[src/rtl/rgb_led_pkg.sv]
// rtl/rgb_led_pkg.sv - shared register map, mode encodings and breathe states for rgb_led_ctrl
package rgb_led_pkg;

  localparam logic [2:0] ADDR_CTRL   = 3'd0;
  localparam logic [2:0] ADDR_PRESC  = 3'd1;
  localparam logic [2:0] ADDR_DUTY_R = 3'd2;
  localparam logic [2:0] ADDR_DUTY_G = 3'd3;
  localparam logic [2:0] ADDR_DUTY_B = 3'd4;
  localparam logic [2:0] ADDR_BRATE  = 3'd5;
  localparam logic [2:0] ADDR_STATUS = 3'd6;
  localparam logic [2:0] ADDR_LEVEL  = 3'd7;

  localparam logic [7:0] BRATE_RST = 8'h10;

  typedef enum logic [1:0] {
    MODE_OFF     = 2'b00,
    MODE_DIRECT  = 2'b01,
    MODE_PWM     = 2'b10,
    MODE_BREATHE = 2'b11
  } mode_e;

  typedef enum logic {
    ST_UP   = 1'b0,
    ST_DOWN = 1'b1
  } breathe_st_e;

endpackage

[src/rtl/pwm_chan.sv]
// rtl/pwm_chan.sv - one LED channel: duty shadow, breathe scaling and PWM compare
module pwm_chan
  import rgb_led_pkg::*;
(
  input  logic       clk,
  input  logic       reset_n,
  input  logic       i_load,
  input  logic [7:0] i_duty_nxt,
  input  logic [7:0] i_duty,
  input  mode_e      i_mode,
  input  logic [7:0] i_level,
  input  logic [7:0] i_pwm_cnt,
  output logic       o_on
);

  logic [7:0] r_shadow;
  logic [7:0] w_scaled;

  always_ff @(posedge clk or negedge reset_n) begin
    if (!reset_n) begin
      r_shadow <= '0;
    end else if (i_load) begin
      r_shadow <= i_duty_nxt;
    end
  end

  // Upper byte of the 16-bit duty x level product
  assign w_scaled = 8'(({8'd0, r_shadow} * {8'd0, i_level}) >> 8);

  always_comb begin
    o_on = 1'b0;
    case (i_mode)
      MODE_OFF:     o_on = 1'b0;
      MODE_DIRECT:  o_on = (i_duty != 8'd0);
      MODE_PWM:     o_on = (i_pwm_cnt < r_shadow);
      MODE_BREATHE: o_on = (i_pwm_cnt < w_scaled);
      default:      o_on = 1'b0;
    endcase
  end

endmodule

[src/rtl/rgb_led_ctrl.sv]
// rtl/rgb_led_ctrl.sv - CPU-mapped RGB LED controller: bus registers, prescaler, PWM counter, breathe FSM
module rgb_led_ctrl
  import rgb_led_pkg::*;
#(
  parameter bit         LED_ACTIVE_LOW = 1'b1,
  parameter logic [7:0] PRESC_RST      = 8'd3
) (
  input  logic       clk,
  input  logic       reset_n,
  input  logic       cs,
  input  logic       we,
  input  logic [2:0] addr,
  input  logic [7:0] din,
  output logic [7:0] dout,
  output logic [2:0] led
);

  mode_e       r_mode;
  logic [7:0]  r_presc;
  logic [7:0]  r_duty_r;
  logic [7:0]  r_duty_g;
  logic [7:0]  r_duty_b;
  logic [7:0]  r_brate;
  logic [7:0]  r_presc_cnt;
  logic [7:0]  r_pwm_cnt;
  logic [7:0]  r_step_cnt;
  logic [7:0]  r_level;
  logic [7:0]  w_level_nxt;
  breathe_st_e r_state;
  breathe_st_e w_state_nxt;
  logic        r_wrap_sticky;
  logic [2:0]  r_led;
  logic [2:0]  w_on;
  logic        w_wr;
  logic        w_rd;
  logic        w_mode_chg;
  logic        w_tick;
  logic        w_wrap;
  logic        w_step;
  logic        w_load;
  logic [7:0]  w_duty_nxt_r;
  logic [7:0]  w_duty_nxt_g;
  logic [7:0]  w_duty_nxt_b;

  assign w_wr       = cs & we;
  assign w_rd       = cs & ~we;
  assign w_mode_chg = w_wr && (addr == ADDR_CTRL) && (mode_e'(din[1:0]) != r_mode);
  assign w_tick     = (r_presc_cnt == r_presc);
  assign w_wrap     = w_tick && (r_pwm_cnt == 8'hFF);
  assign w_step     = w_wrap && (r_mode == MODE_BREATHE) && (r_step_cnt == r_brate);
  assign w_load     = w_wrap | w_mode_chg;

  // A DUTY write landing on the wrap edge must reach the shadow directly
  assign w_duty_nxt_r = (w_wr && addr == ADDR_DUTY_R) ? din : r_duty_r;
  assign w_duty_nxt_g = (w_wr && addr == ADDR_DUTY_G) ? din : r_duty_g;
  assign w_duty_nxt_b = (w_wr && addr == ADDR_DUTY_B) ? din : r_duty_b;

  always_ff @(posedge clk or negedge reset_n) begin
    if (!reset_n) begin
      r_mode   <= MODE_OFF;
      r_presc  <= PRESC_RST;
      r_duty_r <= '0;
      r_duty_g <= '0;
      r_duty_b <= '0;
      r_brate  <= BRATE_RST;
    end else if (w_wr) begin
      case (addr)
        ADDR_CTRL:   r_mode   <= mode_e'(din[1:0]);
        ADDR_PRESC:  r_presc  <= din;
        ADDR_DUTY_R: r_duty_r <= din;
        ADDR_DUTY_G: r_duty_g <= din;
        ADDR_DUTY_B: r_duty_b <= din;
        ADDR_BRATE:  r_brate  <= din;
        default:     ;
      endcase
    end
  end

  always_ff @(posedge clk or negedge reset_n) begin
    if (!reset_n) begin
      r_presc_cnt <= '0;
      r_pwm_cnt   <= '0;
      r_step_cnt  <= '0;
    end else if (w_mode_chg) begin
      r_presc_cnt <= '0;
      r_pwm_cnt   <= '0;
      r_step_cnt  <= '0;
    end else begin
      r_presc_cnt <= w_tick ? 8'd0 : r_presc_cnt + 8'd1;
      if (w_tick) begin
        r_pwm_cnt <= r_pwm_cnt + 8'd1;
      end
      if (w_wrap && r_mode == MODE_BREATHE) begin
        r_step_cnt <= w_step ? 8'd0 : r_step_cnt + 8'd1;
      end
    end
  end

  always_ff @(posedge clk or negedge reset_n) begin
    if (!reset_n) begin
      r_state <= ST_UP;
      r_level <= '0;
    end else begin
      r_state <= w_state_nxt;
      r_level <= w_level_nxt;
    end
  end

  // Direction flips on the step that reaches an extreme, so each extreme dwells one interval
  always_comb begin
    w_state_nxt = r_state;
    w_level_nxt = r_level;
    if (w_mode_chg) begin
      w_state_nxt = ST_UP;
      w_level_nxt = '0;
    end else if (w_step) begin
      case (r_state)
        ST_UP: begin
          if (r_level != 8'hFF) w_level_nxt = r_level + 8'd1;
          if (r_level >= 8'hFE) w_state_nxt = ST_DOWN;
        end
        ST_DOWN: begin
          if (r_level != 8'h00) w_level_nxt = r_level - 8'd1;
          if (r_level <= 8'h01) w_state_nxt = ST_UP;
        end
        default: w_state_nxt = ST_UP;
      endcase
    end
  end

  always_ff @(posedge clk or negedge reset_n) begin
    if (!reset_n) begin
      r_wrap_sticky <= 1'b0;
    end else if (w_wrap) begin
      r_wrap_sticky <= 1'b1;
    end else if (w_rd && addr == ADDR_STATUS) begin
      r_wrap_sticky <= 1'b0;
    end
  end

  pwm_chan u_chan_r (
    .clk        (clk),
    .reset_n    (reset_n),
    .i_load     (w_load),
    .i_duty_nxt (w_duty_nxt_r),
    .i_duty     (r_duty_r),
    .i_mode     (r_mode),
    .i_level    (r_level),
    .i_pwm_cnt  (r_pwm_cnt),
    .o_on       (w_on[2])
  );

  pwm_chan u_chan_g (
    .clk        (clk),
    .reset_n    (reset_n),
    .i_load     (w_load),
    .i_duty_nxt (w_duty_nxt_g),
    .i_duty     (r_duty_g),
    .i_mode     (r_mode),
    .i_level    (r_level),
    .i_pwm_cnt  (r_pwm_cnt),
    .o_on       (w_on[1])
  );

  pwm_chan u_chan_b (
    .clk        (clk),
    .reset_n    (reset_n),
    .i_load     (w_load),
    .i_duty_nxt (w_duty_nxt_b),
    .i_duty     (r_duty_b),
    .i_mode     (r_mode),
    .i_level    (r_level),
    .i_pwm_cnt  (r_pwm_cnt),
    .o_on       (w_on[0])
  );

  always_ff @(posedge clk or negedge reset_n) begin
    if (!reset_n) begin
      r_led <= {3{LED_ACTIVE_LOW}};
    end else begin
      r_led <= w_on ^ {3{LED_ACTIVE_LOW}};
    end
  end

  assign led = r_led;

  always_comb begin
    dout = '0;
    case (addr)
      ADDR_CTRL:   dout = {6'd0, r_mode};
      ADDR_PRESC:  dout = r_presc;
      ADDR_DUTY_R: dout = r_duty_r;
      ADDR_DUTY_G: dout = r_duty_g;
      ADDR_DUTY_B: dout = r_duty_b;
      ADDR_BRATE:  dout = r_brate;
      ADDR_STATUS: dout = {6'd0, r_wrap_sticky, r_state};
      ADDR_LEVEL:  dout = r_level;
      default:     dout = '0;
    endcase
  end

endmodule

[config.mk]
export PLATFORM = sky130hd
export DESIGN_NAME = rgb_led_ctrl
export DESIGN_NICKNAME = d
export VERILOG_FILES = /design/src/rtl/rgb_led_pkg.sv /design/src/rtl/pwm_chan.sv /design/src/rtl/rgb_led_ctrl.sv
export SDC_FILE = /design/constraint.sdc
export NUM_CORES = 1
export LEC_CHECK = 0
export ABC_AREA = 1
export BUFFER_PORTS_ARGS = -buffer_cell sky130_fd_sc_hd__buf_2
export CAP_MARGIN = 20
export CORE_MARGIN = 5
export CORE_UTILIZATION = 65
export CTS_CLUSTER_DIAMETER = 120
export DETAILED_ROUTE_END_ITERATION = 12
export PLACE_DENSITY = 0.86
export SETUP_SLACK_MARGIN = 0.4
export SYNTH_ARGS = -nofsm -noshare
export SYNTH_HDL_FRONTEND = slang
export SYNTH_SLANG_ARGS = --single-unit
export TNS_END_PERCENT = 50
[constraint.sdc]
create_clock -name clk -period 16.33 [get_ports clk]
set_input_delay 3.266 -clock clk [delete_from_list [all_inputs] [get_ports clk]]
set_output_delay 3.266 -clock clk [all_outputs]
set_load 0.1 [all_outputs]
==> results of run 1 <==
==> power by group <==
group          internal, mW  switching, mW
clock network         0.123         0.0960
registers             0.320          0.121
logic                 0.626          0.992
total                  1.07           1.21
==> how the worst max path moves through the flow <==
stage	start	endpoint	slack, ps	depth (start not counted)
4_1_cts	addr[1]	dout[1]	8170	8
2_1_floorplan	addr[1]	dout[3]	7840	3
3_5_place_dp	addr[1]	dout[1]	8180	8
3_3_place_gp	addr[1]	dout[1]	8190	8
6_report	addr[1]	dout[1]	8140	8
5_1_grt	addr[1]	dout[1]	8060	8
==> final cells by class <==
cell class / count / area [um2]
sequential: 103 / 2580
fill: 1515 / 5750
inverter: 441 / 1660
timing repair buffer: 35 / 203
tap: 260 / 325
clock inverter: 5 / 58.8
multi-input combinational: 1101 / 8010
clock buffer: 11 / 243
==> cell usage in the layout (no fill, tap or decap), types with 3 or more instances in the layout <==
master,netlist,final
a21oi_1,53,53
a221oi_1,7,7
a22oi_1,6,6
buf_2,8,24
buf_4,5,11
clkbuf_16,0,9
dfrtp_1,97,97
dfstp_2,6,6
fa_1,105,105
ha_1,149,149
inv_1,428,428
inv_2,13,13
nand2_1,444,444
nand3_1,40,40
nand4_1,22,22
nor2_1,62,62
nor3_1,10,10
nor3_2,5,5
nor3b_1,3,3
nor4_1,4,4
o2111ai_1,9,9
o211ai_1,6,6
o21ai_0,38,38
o21ai_1,55,55
o22ai_1,10,10
o31ai_1,3,3
xnor2_1,13,13
xor2_1,37,37
==> per-layer routing <==
metal	vias to the layer above	GRT usage	wire (um)
met5	-	0	0
met4	0	0.124	1290
met3	93	0.0286	1990
met2	414	0.501	14900
met1	5012	0.362	12100
li1	5159	-	-
==> logic make-up (layout without fill, tap and decap cells) <==
logic type,Yosys count,count (layout),share of synthesized area
fa+ha+maj,254,254,0.317
flops,103,103,0.206
xor+xnor,50,50,0.0350
compound gates,197,197,0.0903
simple gates,600,600,0.198
buf+inv,505,492,0.154
==> critical path, delay by kind of cell <==
family          cells  cell delay (ps)
buf+inv             4              830
simple gates        1              460
compound gates      3              360
==> results.yml, run 1 <==
status:
  status: "finished clean"
synth:
  syn-cell-area_um2: 12500
  synth_top_cell_by_area: "dfrtp_1"
  syn-instance-count: 1709
  yosysSeqAreaShare: 0.206
  ys_top_cells_by_area: "dfrtp_1, fa_1, ha_1, nand2_1, inv_1"
  synth.top_cell.area_share: 0.194
  synth_commonest_cells: "nand2_1, inv_1, ha_1"
  synth_seq_cells: 103
  postSynth.asyncResetShare: 1.00
  yosysUniqueCellTypes: 44
  syn_avg_cell_area_um2: 7.33
  synth_ff_type: "dfrtp_1"
  ys_warn_count: 0
  synth_edf_count: 0
  synth_most_common_cell: "nand2_1"
  syn_nets: 1978
timing:
  rsz0062_at_grt: "false"
  clock_skew_ps: 10.6
  whs_ps: 518
  drv_slew: 0
  hold_viol: 0
  fin_ws_ps: 8140
  setup_viol: 0
  fin_tns_setup_ps: 0
  fin_crit_sh: 0.501
  slew_headroom: 0.472
  worst_slew_pin_slew_ps: 791
  fin_crit_ps: 8190
  fmax_ghz: 0.122
place:
  port_buffers: 25
  dp.final_hpwl_mm: 23.3
  placed_cell_area_um2: 12800
  place_ws_ps: 8180
  dp.cells: 1940
  routabilityCongestion: 0.982
clock_network:
  post_cts_resized: 0
  cts.sinks: 103
  clkLatencyLatePin_ps: 350
  root_buffer: "clkbuf_16"
  path_clk_slew_ps: 60
  post-cts-setup-buffers: 0
  numCtsBuffers: 9
  htreeDepth: 3
  clock_path_buffers: 2
  postCtsHoldBufs: 0
  cts_tree: "yes"
cells_and_area:
  fin_area_um2: 13100
  nNetsFinal: 1960
  drive_gt1_frac: 0.0483
  utilization: 0.695
  n_antenna_cell: 0
  fin_cells: 1956
  syn2layout_area_growth_pct: 4.48
floorplan:
  coreArea_um2: 18800
  ios: 26
  dieHeight_um: 149
  die_area_um2: 22100
  std_cell_rows: 50
  die_w_um: 149
  start_util: 0.665
critical_path:
  reg2reg_to: "led[0]"
  start_kind: "primary input"
  crit_slowest_cell: "buf_2"
  end_kind: "output port"
  slowest_delay_ps: 470
  reg2reg_from: "r_level[5]"
  crit_arrival_ps: 4920
  cpMostUsedCell: "buf_2"
  critPathKind: "in -> out"
  crit_required_ps: 13060
  crit_chain: "buf_2 -> inv_2 -> nor3_2 -> inv_1 -> o22ai_1 -> a221oi_1 -> o211ai_1 -> buf_2"
  cp_max_fo: 7
  reg2reg_slack_ps: 10250
  r2r_cells: 25
detailed_routing:
  drc_errors: 0
  postRouteWirelength_mm: 30.3
  num_vias: 10700
  ant_nets: 0
  drt_iter0_drc: 688
  via_per_inst: 5.46
  avgRoutedWirePerCell_um: 15.5
  dr.pass1.iters: 8
worst_hold_path:
  hp-class: "reg -> reg"
  min_path_cells: 2
  hp-start: "r_presc[1]"
  min_to: "r_presc[1]"
global_route:
  grt_pass1_wl_mm: 51.3
  grtUsageTotal: 0.286
  grt-ovfl-total: 0
  grt_start_max_net_pins: 61
  antenna_found_initial: 0
  grt_pass1_vias: 10700
pwr:
  finalPower_mw: 2.28
  vdd_drop_max_uv: 81.8
  leakage_nw: 8.05
  p_per_area_nw_per_um2: 174
run:
  cap_violations: 0
Note: power is estimated with default switching activity, not from simulation.
==> inputs of run 2 (changes only) <==
==> constraint.sdc (replaced) <==
create_clock -name clk -period 8.6 [get_ports clk]
set_input_delay 1.72 -clock clk [delete_from_list [all_inputs] [get_ports clk]]
set_output_delay 1.72 -clock clk [all_outputs]
set_load 0.1 [all_outputs]
==> results.yml, run 2 (synthesized netlist as in run 1, its figures left out) <==
floorplan:
  dieHeight_um: 149
  std_cell_rows: 50
  die_w_um: 149
  ios: 26
  coreArea_um2: 18800
  start_util: 0.665
  die_area_um2: 22100
global_route:
  antenna_found_initial: 0
  grt-busiest-layer: "met2"
  groute.layer.met2.usage: 0.496
  met3_usage: 0.0283
  use_met1: 0.358
  grt_pass1_vias: 10800
  grt_start_max_net_pins: 85
  grt-ovfl-total: 0
  grtUsageTotal: 0.284
  grt_pass1_wl_mm: 51.0
critical_path:
  slowest_delay_ps: 630
  cp.depth: 25
  crit_arrival_ps: 6050
  crit_buf_inv: 5
  cp_max_fo: 22
  critPathKind: "reg -> reg"
  start_kind: "flop"
  crit_required_ps: 8870
  cpMostUsedCell: "nand2_1"
  r2r_cells: 25
  cpLargestDelayFamily: "adder cells"
  crit_slowest_cell: "dfrtp_1"
  reg2reg_from: "r_level[3]"
  critPathLaunch: "r_level[3]"
  end_kind: "flop"
cells_and_area:
  drive_gt1_frac: 0.0489
  nNetsFinal: 1961
  multi_input_area_um2: 8010
  most-common-layout-cells: "nand2_1, inv_1, ha_1"
  fin_cells: 1957
  syn2layout_area_growth_pct: 5.08
  n_antenna_cell: 0
  regArea_um2: 2580
  layout_commonest_cell: "nand2_1"
  nFillCells: 1477
timing:
  fin_crit_sh: 0.673
  setup_viol: 0
  clock_skew_ps: 9.26
  slew_headroom: 0.384
  drv_slew: 0
  fin_tns_setup_ps: 0
  hold_viol: 0
  fmax_ghz: 0.173
  fin_crit_ps: 5780
  worst_slew_pin_slew_ps: 923
  rsz0062_at_grt: "false"
detailed_routing:
  drt_iter0_drc: 840
  via_per_inst: 5.49
  postRouteWirelength_mm: 30.2
  avgRoutedWirePerCell_um: 15.4
  drc_errors: 0
  ant_nets: 0
  dr.pass1.iters: 6
  num_vias: 10700
clock_network:
  htreeDepth: 3
  postCtsHoldBufs: 0
  root_buffer: "clkbuf_16"
  numCtsBuffers: 9
  cts.sinks: 103
  post-cts-setup-buffers: 0
  clkLatencyLatePin_ps: 350
  cts_tree: "yes"
  clock_path_buffers: 2
  path_clk_slew_ps: 70
  post_cts_resized: 0
status:
  status: "finished clean"
worst_hold_path:
  min_path_cells: 1
  hp-start: "r_presc_cnt[0]"
  hp-class: "reg -> reg"
pwr:
  p_per_area_nw_per_um2: 330
  vdd_drop_max_uv: 196
  leakage_nw: 8.08
place:
  port_buffers: 25
  dp.cells: 1940
  routabilityCongestion: 1.01
  dp.final_hpwl_mm: 23.3
run:
  cap_violations: 0
-- run 2: changes by cell type in the layout (fill, tap and decap cells not counted) --
cell	previous run	this run
clkinvlp_4	2	1
clkinv_2	1	0
buf_16	0	1
bufinv_16	1	3
-- run 2: layout make-up --
class | count | share of cell area
Clock buffer | 11 | 0.0184
Clock inverter | 5 | 0.00808
Inverter | 441 | 0.126
Multi-Input combinational cell | 1101 | 0.609
Sequential cell | 103 | 0.196
Tap cell | 260 | 0.0247
Timing Repair Buffer | 36 | 0.0175
-- run 2: worst reg2reg max path, stage by stage (launching register included) --
cell	delay, ps
dfrtp_1	630
buf_4	370
nand2_1	120
fa_1	480
fa_1	490
inv_1	60
fa_1	540
inv_1	60
fa_1	530
inv_1	50
ha_1	300
nand2_1	90
inv_1	60
a21oi_1	190
nand2_1	80
nand2_1	90
nand2_1	80
a21oi_1	270
nor2_1	70
nor2_1	120
xor2_1	160
ha_1	270
a21oi_1	160
nor2_1	50
a2111oi_0	270
a21oi_1	120
-- run 2: worst paths after layout --
kind	endpoint	slack, ps
setup / recovery	led[0]	2820
hold / removal	r_presc_cnt[0]	510
setup reg to reg	led[0]	2820
hold reg to reg	r_presc_cnt[0]	510
max in group asynchronous	led[2]	6390
min in group asynchronous	r_presc_cnt[4]	1250
-- run 2: metal layers --
layer | wire length [um] | vias up
li1 | - | 5165
met1 | 12000 | 5065
met2 | 14800 | 414
met3 | 1950 | 98
met4 | 1340 | 0
met5 | 0 | -
-- run 2: per-stage QoR --
| step | hold WS (ps) | power [mW] | setup WS (ps) | util | area [um2] |
|---|---|---|---|---|---|
| after CTS | 484 | 4.35 | 2860 | 0.697 | 13100 |
| after floorplan | 454 | 3.18 | 3000 | - | 12500 |
| final | 509 | 4.34 | 2820 | 0.699 | 13200 |
| after global placement | 475 | 3.68 | 3050 | 0.679 | 12800 |
| after global routing | 533 | 4.91 | 2330 | 0.699 | 13200 |
| after detailed placement | 475 | 3.85 | 2860 | 0.679 | 12800 |
-- run 2: report_power, final --
| group | internal, mW | leakage [nW] | switching (mW) |
|---|---|---|---|
| registers | 0.607 | 1.29 | 0.232 |
| clock network | 0.293 | 0.166 | 0.184 |
| logic | 1.19 | 6.63 | 1.84 |
